## src/rtl/instr_encoder.sv

```systemverilog
// -----------------------------------------------------------------------------
// instr_encoder
//
// Encodes structured instruction descriptors into 32-bit machine words in the
// processor's native format. It buffers them in a small FIFO and writes them,
// in order, to the instruction-memory write port. The write address is a
// running counter. It can be reloaded only while the encoder is idle.
//
// Optional build macro: INSTR_ENCODER_CHECK_EN
//   defined   - class 11 and unlisted data-processing commands are illegal.
//               They complete the handshake but are dropped, and they set the
//               sticky err flag. err_clr clears err, but a new error in the
//               same cycle wins.
//   undefined - no checking. err is tied low. Class 11 uses the
//               data-processing layout with 11 in bits [27:26].
//
// Parameters
//   AW    - instruction-memory word-address width
//   DEPTH - FIFO entries (power of two, >= 2)
//
// Ports
//   clk, reset            - clock, asynchronous active-high reset
//   in_valid / in_ready   - descriptor handshake
//   in_class, in_cmd, in_imm, in_s, in_load, in_cond, in_rd, in_rn, in_op2
//                         - descriptor fields
//   base_load, base_addr  - reload write address (idle, no descriptor offered)
//   wr_valid / wr_ready   - instruction-memory write handshake
//   wr_addr, wr_data      - word address and encoded word (FIFO head)
//   done                  - one-cycle pulse when the FIFO drains to empty
//   err, err_clr          - sticky illegal-descriptor flag and its clear
// -----------------------------------------------------------------------------
module instr_encoder #(
  parameter int AW    = 6,
  parameter int DEPTH = 4
) (
  input  logic          clk,
  input  logic          reset,
  input  logic          in_valid,
  output logic          in_ready,
  input  logic [1:0]    in_class,
  input  logic [3:0]    in_cmd,
  input  logic          in_imm,
  input  logic          in_s,
  input  logic          in_load,
  input  logic [3:0]    in_cond,
  input  logic [3:0]    in_rd,
  input  logic [3:0]    in_rn,
  input  logic [23:0]   in_op2,
  input  logic          base_load,
  input  logic [AW-1:0] base_addr,
  output logic          wr_valid,
  input  logic          wr_ready,
  output logic [AW-1:0] wr_addr,
  output logic [31:0]   wr_data,
  output logic          done,
  output logic          err,
  input  logic          err_clr
);

  localparam int PW = (DEPTH > 1) ? $clog2(DEPTH) : 1;
  localparam logic [PW:0] FULL_LVL = (PW+1)'(DEPTH);
  localparam logic [PW:0] ONE_LVL  = (PW+1)'(1);
  localparam logic [3:0]  CMD_CMP  = 4'b0100;

  typedef enum logic {IDLE, BUSY} state_t;

  // Encoding: one layout per instruction class.
  function automatic logic [31:0] encode_word(
    input logic [1:0]  cls,
    input logic [3:0]  cmd,
    input logic        imm,
    input logic        s,
    input logic        load,
    input logic [3:0]  cond,
    input logic [3:0]  rd,
    input logic [3:0]  rn,
    input logic [23:0] op2
  );
    logic s_eff;
    logic [31:0] w;
    // CMP only exists to set flags, so S is forced on.
    s_eff = s | (cmd == CMD_CMP);
    case (cls)
      2'b00:   w = {cond, 2'b00, imm, cmd, s_eff, rn, rd, op2[11:0]};
      2'b01:   w = {cond, 2'b01, 1'b0, 1'b1, 1'b1, 1'b0, 1'b0, load, rn, rd, op2[11:0]};
      2'b10:   w = {cond, 2'b10, 2'b10, op2};
      default: w = {cond, 2'b11, imm, cmd, s_eff, rn, rd, op2[11:0]};
    endcase
    return w;
  endfunction

`ifdef INSTR_ENCODER_CHECK_EN
  function automatic logic cmd_listed(input logic [3:0] cmd);
    logic ok;
    case (cmd)
      4'b0000, 4'b0001, 4'b0010, 4'b0100,
      4'b1000, 4'b1001, 4'b1010, 4'b1011: ok = 1'b1;
      default:                            ok = 1'b0;
    endcase
    return ok;
  endfunction
`endif

  // State
  logic [31:0]   fifo_mem [DEPTH];
  logic [PW-1:0] wr_ptr_q, wr_ptr_d;
  logic [PW-1:0] rd_ptr_q, rd_ptr_d;
  logic [PW:0]   count_q,  count_d;
  logic [AW-1:0] addr_q,   addr_d;
  logic          err_q,    err_d;
  logic          rdy_q;
  logic          done_q;
  state_t        state_q;

  // Handshake decode
  logic        full, empty, accept, illegal, push, pop;
  logic [31:0] enc_word;

  assign full  = (count_q == FULL_LVL);
  assign empty = (count_q == '0);

  // rdy_q keeps in_ready low during reset and for the release edge itself.
  assign in_ready = rdy_q & ~full;
  assign accept   = in_valid & in_ready;
  assign pop      = ~empty & wr_ready;

`ifdef INSTR_ENCODER_CHECK_EN
  assign illegal = (in_class == 2'b11) |
                   ((in_class == 2'b00) & ~cmd_listed(in_cmd));
`else
  assign illegal = 1'b0;
`endif

  // Illegal descriptors complete the handshake but never enter the FIFO.
  assign push = accept & ~illegal;

  assign enc_word = encode_word(in_class, in_cmd, in_imm, in_s, in_load,
                                in_cond, in_rd, in_rn, in_op2);

  always_comb begin
    wr_ptr_d = wr_ptr_q;
    rd_ptr_d = rd_ptr_q;
    count_d  = count_q;
    addr_d   = addr_q;

    if (push) wr_ptr_d = wr_ptr_q + 1'b1;
    if (pop)  rd_ptr_d = rd_ptr_q + 1'b1;

    case ({push, pop})
      2'b10:   count_d = count_q + 1'b1;
      2'b01:   count_d = count_q - 1'b1;
      default: count_d = count_q;
    endcase

    // The address advances modulo 2^AW. A reload is possible only when idle,
    // so it can never coincide with a pop.
    if (pop)
      addr_d = addr_q + 1'b1;
    else if ((state_q == IDLE) && !in_valid && base_load)
      addr_d = base_addr;
  end

`ifdef INSTR_ENCODER_CHECK_EN
  always_comb begin
    err_d = (err_q & ~err_clr) | (accept & illegal);
  end
`else
  logic unused_err_clr;
  assign unused_err_clr = err_clr;
  always_comb begin
    err_d = 1'b0;
  end
`endif

  always_ff @(posedge clk or posedge reset) begin
    if (reset) begin
      wr_ptr_q <= '0;
      rd_ptr_q <= '0;
      count_q  <= '0;
      addr_q   <= '0;
      err_q    <= 1'b0;
      rdy_q    <= 1'b0;
    end else begin
      wr_ptr_q <= wr_ptr_d;
      rd_ptr_q <= rd_ptr_d;
      count_q  <= count_d;
      addr_q   <= addr_d;
      err_q    <= err_d;
      rdy_q    <= 1'b1;
    end
  end

  // FIFO storage. Contents are meaningful only below count_q, so storage
  // needs no reset.
  always_ff @(posedge clk) begin
    if (push) fifo_mem[wr_ptr_q] <= enc_word;
  end

  // Control FSM. done is registered, so it rises together with the empty FIFO.
  always_ff @(posedge clk or posedge reset) begin
    if (reset) begin
      state_q <= IDLE;
      done_q  <= 1'b0;
    end else begin
      done_q <= 1'b0;
      case (state_q)
        IDLE: if (push) state_q <= BUSY;
        BUSY: if (pop && (count_q == ONE_LVL) && !push) begin
                state_q <= IDLE;
                done_q  <= 1'b1;
              end
        default: state_q <= IDLE;
      endcase
    end
  end

  assign wr_valid = ~empty;
  assign wr_data  = empty ? 32'h0 : fifo_mem[rd_ptr_q];
  assign wr_addr  = addr_q;
  assign done     = done_q;
  assign err      = err_q;

endmodule
```

## config.mk

```make
export PLATFORM = sky130hd
export DESIGN_NAME = instr_encoder
export DESIGN_NICKNAME = d
export VERILOG_FILES = /design/src/rtl/instr_encoder.sv
export SDC_FILE = /design/constraint.sdc
export NUM_CORES = 1
export LEC_CHECK = 0
export ABC_AREA = 1
export BUFFER_PORTS_ARGS = -buffer_cell sky130_fd_sc_hd__buf_2
export CORE_ASPECT_RATIO = 1.1
export CORE_MARGIN = 2
export CORE_UTILIZATION = 60
export DETAILED_ROUTE_END_ITERATION = 10
export HOLD_SLACK_MARGIN = 0.05
export PLACE_DENSITY = 0.94
export SLEW_MARGIN = 10
export SYNTH_ARGS = -nofsm -noshare
export SYNTH_HDL_FRONTEND = slang
export SYNTH_SLANG_ARGS = --single-unit
```

## constraint.sdc

```tcl
create_clock -name clk -period 5.2 [get_ports clk]
set_clock_uncertainty 0.1 [all_clocks]
set_input_delay 0 -clock clk [delete_from_list [all_inputs] [get_ports clk]]
set_output_delay 0 -clock clk [all_outputs]
set_load 0.1 [all_outputs]
```

* Word-level counts from Yosys, hierarchy flattened *
Memories as Yosys holds them, arrays and structs flattened.
Cells that the tools add are included.

operators by class
  reductions and logical operators = 10
  eq/ne operators = 7
  $add $sub $neg = 5
  multiplexer cells = 11
  bitwise operators = 7
  shifts and indexed selects = 0
  $mul = 0
  divide/modulo/power cells = 0
  order comparisons = 0

operators by type and width
  operator                                                                count
  28-bit one-hot mux with 3 select lines                                  1
  32-bit 2-to-1 mux                                                       1
  6-bit 2-to-1 mux                                                        2
  6-bit by 1-bit adder with 6-bit output (second input constant)          1
  3-bit one-hot mux with 2 select lines                                   1
  1-bit 2-to-1 mux                                                        5
  2-bit by 1-bit adder with 2-bit output (second input constant)          2
  2-bit by 1-bit equality test with 1-bit output (second input constant)  2
  2-bit equality test (second input constant)                             2
  4-bit by 3-bit equality test with 1-bit output (second input constant)  1
  1-bit logical AND                                                       4
  2-bit nonzero test                                                      2
  3-bit by 1-bit adder with 3-bit output (second input constant)          1
  1-bit bitwise AND                                                       3
  3-bit by 1-bit equality test with 1-bit output (second input constant)  1
  3-bit equality test (second input constant)                             1
  3-bit zero test                                                         1
  1-bit inverter                                                          3
  3-bit by 1-bit subtractor with 3-bit output (second input constant)     1
  1-bit zero test                                                         2
  2-bit zero test                                                         1
  1-bit one-hot mux with 2 select lines                                   1
  1-bit OR                                                                1

word-level totals
  bits in writable memories = 128
  bits in registers = 16
  latch bits = 0
  word-level logic and storage cells = 48
  memories = 1
  bits of input ports = 57
  memory bits (read-only) = 0

memory list
  memory    depth  width  rd ports  clocked after memory_dff  write ports  line  RTL
  fifo_mem  4      32     1         0                         1            105   logic [31:0] fifo_mem [DEPTH];

* Depth between registers and ports, before layout *
  depth after elaboration = 8
  mapped depth = 11
  mapped depth without buffers = 11

* Worst setup path after synthesis *
OpenSTA, ideal clock, no wires.

  path kind = register -> register
  start point = reg count_q[0]
  end point = mem fifo_mem[0][0], enable pin
  required time = 4679 ps
  clock period less this slack = 4602 ps
  setup slack = 598 ps
  cell stages (with the launch flop) = 6
  library setup time = 421 ps
  arrival time = 4081 ps
  cell sequence = dfrtp_1 inv_1 ha_1 a21oi_1 nand2_2 nor2_1

on the way
  cells in the longest elaborated chain, start to end = 6

ends and longest elaborated chain
  what                                    line  RTL
  start, declared                         108   logic [PW:0] count_q, count_d;
  start signal, assigned                  186   count_q <= count_d;
  3-bit equality test                     119   assign full = (count_q == FULL_LVL);
  1-bit inverter                          123   assign in_ready = rdy_q & ~full;
  1-bit bitwise AND                       123
  via in_ready                            39    output logic in_ready,
  1-bit bitwise AND                       124   assign accept = in_valid & in_ready;
  1-bit 2-to-1 mux                        196   if (push) fifo_mem[wr_ptr_q] <= enc_word;
  1-bit 2-to-1 mux (not written as such)  196
  end, declared                           105

The timed path passes the listed nets, and every way through them passes these cells.

* Worst setup path in the final report *
  start point = reg count_q[0]
  end point = reg addr_q[3], in the netlist wr_addr[3]

on the way
  cells in the longest elaborated chain, start to end = 4
  elaborated cells on any way between the ends = 5

ends and longest elaborated chain
  what                                                           line  RTL
  3-bit zero test (*)                                            120   assign empty = (count_q == '0);
  1-bit inverter (*)                                             125   assign pop = ~empty & wr_ready;
  1-bit bitwise AND (*)                                          125
  6-bit 2-to-1 mux / 2-bit nonzero test (equally long branches)  n/a
  end signal, assigned                                           187   addr_q <= addr_d;
  end, declared                                                  109   logic [AW-1:0] addr_q, addr_d;

Every way passes the cells marked *; elsewhere a longest branch is shown, timed or not.
A chain may end at the register's enable or synchronous reset.

==> flow_summary.toml <==
[status]
status = "completed"

[job]
drv_cap = 0

[route]
drc = 0
drt-vias-per-instance = 6.03
drtIter0Drc = 754
vias = 5142
firstDrtPassIters = 5
drt.antenna.violating_nets = 0
wire_per_inst_um = 20.7
totalWireLength_um = 17700

[global_routing]
grt_usage = 0.336
grt.overflow.total = 0
grt_pass1_wl_um = 26900
antenna_found_initial = 0
grt_max_degree = 67
grt_pass1_vias = 5130

[placement]
hpwl_um = 7680
gp_congestion = 0.760
port_buffers = 96

[floorplanning]
die_h_um = 110
pin_count = 99
fp.dieW_um = 101
die-area_sq_um = 11100
rows = 38
start_util = 0.618
design.core.area_sq_um = 9940

[critical_path]
critPathKind = "reg2reg"
cp_data_arrival_time_ps = 4250
worst_setup_path_start_kind = "flip-flop"
cp-startpoint = "count_q[0]"
reg2reg_from = "count_q[0]"
cpMostUsedCell = "dlygate4sd3_1"
crit_path_end_kind = "flip-flop"
slowest_delay_ps = 560
slowest_stage = "dlygate4sd3_1"
critPathMaxFanout = 9
path_cells = "inv_1, ha_1, nand2_2, nand2_2, inv_2, nor2_1, dlygate4sd3_1, nor2_1, dlygate4sd3_1, nand2_1, dlygate4sd3_1, nand2_1, dlygate4sd3_1"
critical_path_required_ps = 5510

[final_layout]
nFillCells = 458
layout_common_cells = "nor2_1 (146), edfxtp_1 (128), buf_2 (96)"
layout_commonest_cell = "nor2_1"
num_antenna_cells = 0
syn2layout_area_growth_pct = 30.4
final_nets = 787
drive_gt1_frac = 0.190

[logic_synthesis]
yosys_warnings = 0
netlist_instances = 555
yosys.area_share.simple = 0.140
ys_seq_elements = 144
async_flop_share = 0.111
synth_compound_area_frac = 0.0906
ys.flop_type = "edfxtp_1"
synth_top_family_by_area = "simple AND/OR/NAND/NOR gates"
synthesis.area_sq_um = 6150
muxShareOfSynthArea = 0
synth-edff-count = 128
seq_area_frac_synth = 0.691
synth_xor_area_frac = 0.00998
synth_adder_area_share = 0.0204
synth_cell_types = 22
syn-num-nets = 622
synth_area_per_cell_sq_um = 11.1

[sta]
rsz0062_at_grt = "no"
period_share = 0.758
worst_pin_slew_ps = 1220
setup_viol = 0
fin_setup_tns_ps = 0
fmax_mhz = 254
hold_viol = 0
finalMaxSlewViolations = 0
relSlewSlack = 0.186
fin_crit_ps = 3940

[clock_tree]
htree_levels = 4
numCtsBuffers = 17
cts.repair.resized = 0
clkTransAtPathRegs_ps = 60
cts_root_buffer = "clkbuf_8"
cts.sinks = 144
cts_max_path_buffers = 2
cts_tree = "built"
worst_skew_pair.late_latency_ps = 530

[min_path]
hold_start = "in_cond[1]"
min_path_type = "in2reg"
## critical path: cells and delay by family (launching register included)
kind | cells | cell delay [ps]
AND/OR/NAND/NOR | 6 | 580
flip-flops | 1 | 430
adder cells (fa/ha/maj) | 1 | 240
buffers and inverters | 6 | 2470
## cells in the mapped netlist, types with 6 or more instances
cell type,instances,area share
nor2_1,151,0.092
edfxtp_1,128,0.63
nand2_1,59,0.036
o21ai_1,50,0.041
a21oi_1,35,0.029
inv_1,25,0.015
o21ai_0,22,0.018
dfrtp_1,16,0.065
buf_2,11,0.0090
ha_1,10,0.020
nand3_1,9,0.0073
buf_6,6,0.011
clkbuf_1,6,0.0037
## worst paths after layout
| path | to | slack [ps] | depth (start not counted) |
|---|---|---|---|
| max in group asynchronous | rd_ptr_q[0] | 3980 | 4 |
| max reg2reg | wr_addr[3] | 1260 | 13 |
| min | fifo_mem[3][29] | 130 | 2 |
| max | wr_addr[3] | 1260 | 13 |
| min in group asynchronous | wr_addr[1] | 560 | 4 |
| min reg2reg | count_q[0] | 470 | 1 |
## metal layers
layer	track usage	wire length (um)	up-vias
li1	-	-	2209
met1	0.377	6020	2433
met2	0.574	8990	409
met3	0.0965	1690	91
met4	0.201	976	0
met5	0	0	-
## layout make-up
class	count	area, sq um	share of cell area
well taps	120	150	0.0187
flip-flops and latches	144	4250	0.530
clock inverters	12	166	0.0208
repair buffers	175	1270	0.158
clock buffers	20	425	0.0531
multi-input cells	352	1650	0.205
inverters	30	113	0.0140
## kinds of logic after synthesis
logic type | count (synthesis)
xor gates and xnor gates | 7
and+or+nand+nor | 223
buffers and inverters | 59
DFF | 144
AOI/OAI and AO/OA | 110
adders and majority gates | 10
other | 2
## per-stage QoR
stage / utilization / cells / worst slack (ps) / area (sq um) / hold WS (ps)
after CTS: 0.807 / 853 / 1450 / 8020 / 107
after floorplan: - / 555 / 598 / 6150 / -186
after detailed placement: 0.668 / 743 / 2300 / 6640 / 16.3
final: 0.807 / 853 / 1260 / 8020 / 134
after global placement: 0.668 / 743 / 2450 / 6640 / -4.41
after global routing: 0.807 / 853 / 1090 / 8020 / 120
## state kept, by name, summed over array words and instances, names as in the netlist
register,flops
count_q,3
wr_ptr_q,2
state_q,1
rd_ptr_q,2
rdy_q,1
wr_addr,6
fifo_mem,128
done,1
## what timing repair did
action,in CTS,in global routing
hold endpoints to repair,156,0
setup buffers,0,0
hold buffers,78,0
Power is not shown: default switching activity piles up to over one toggle a cycle in this logic, so the estimate is an artifact.
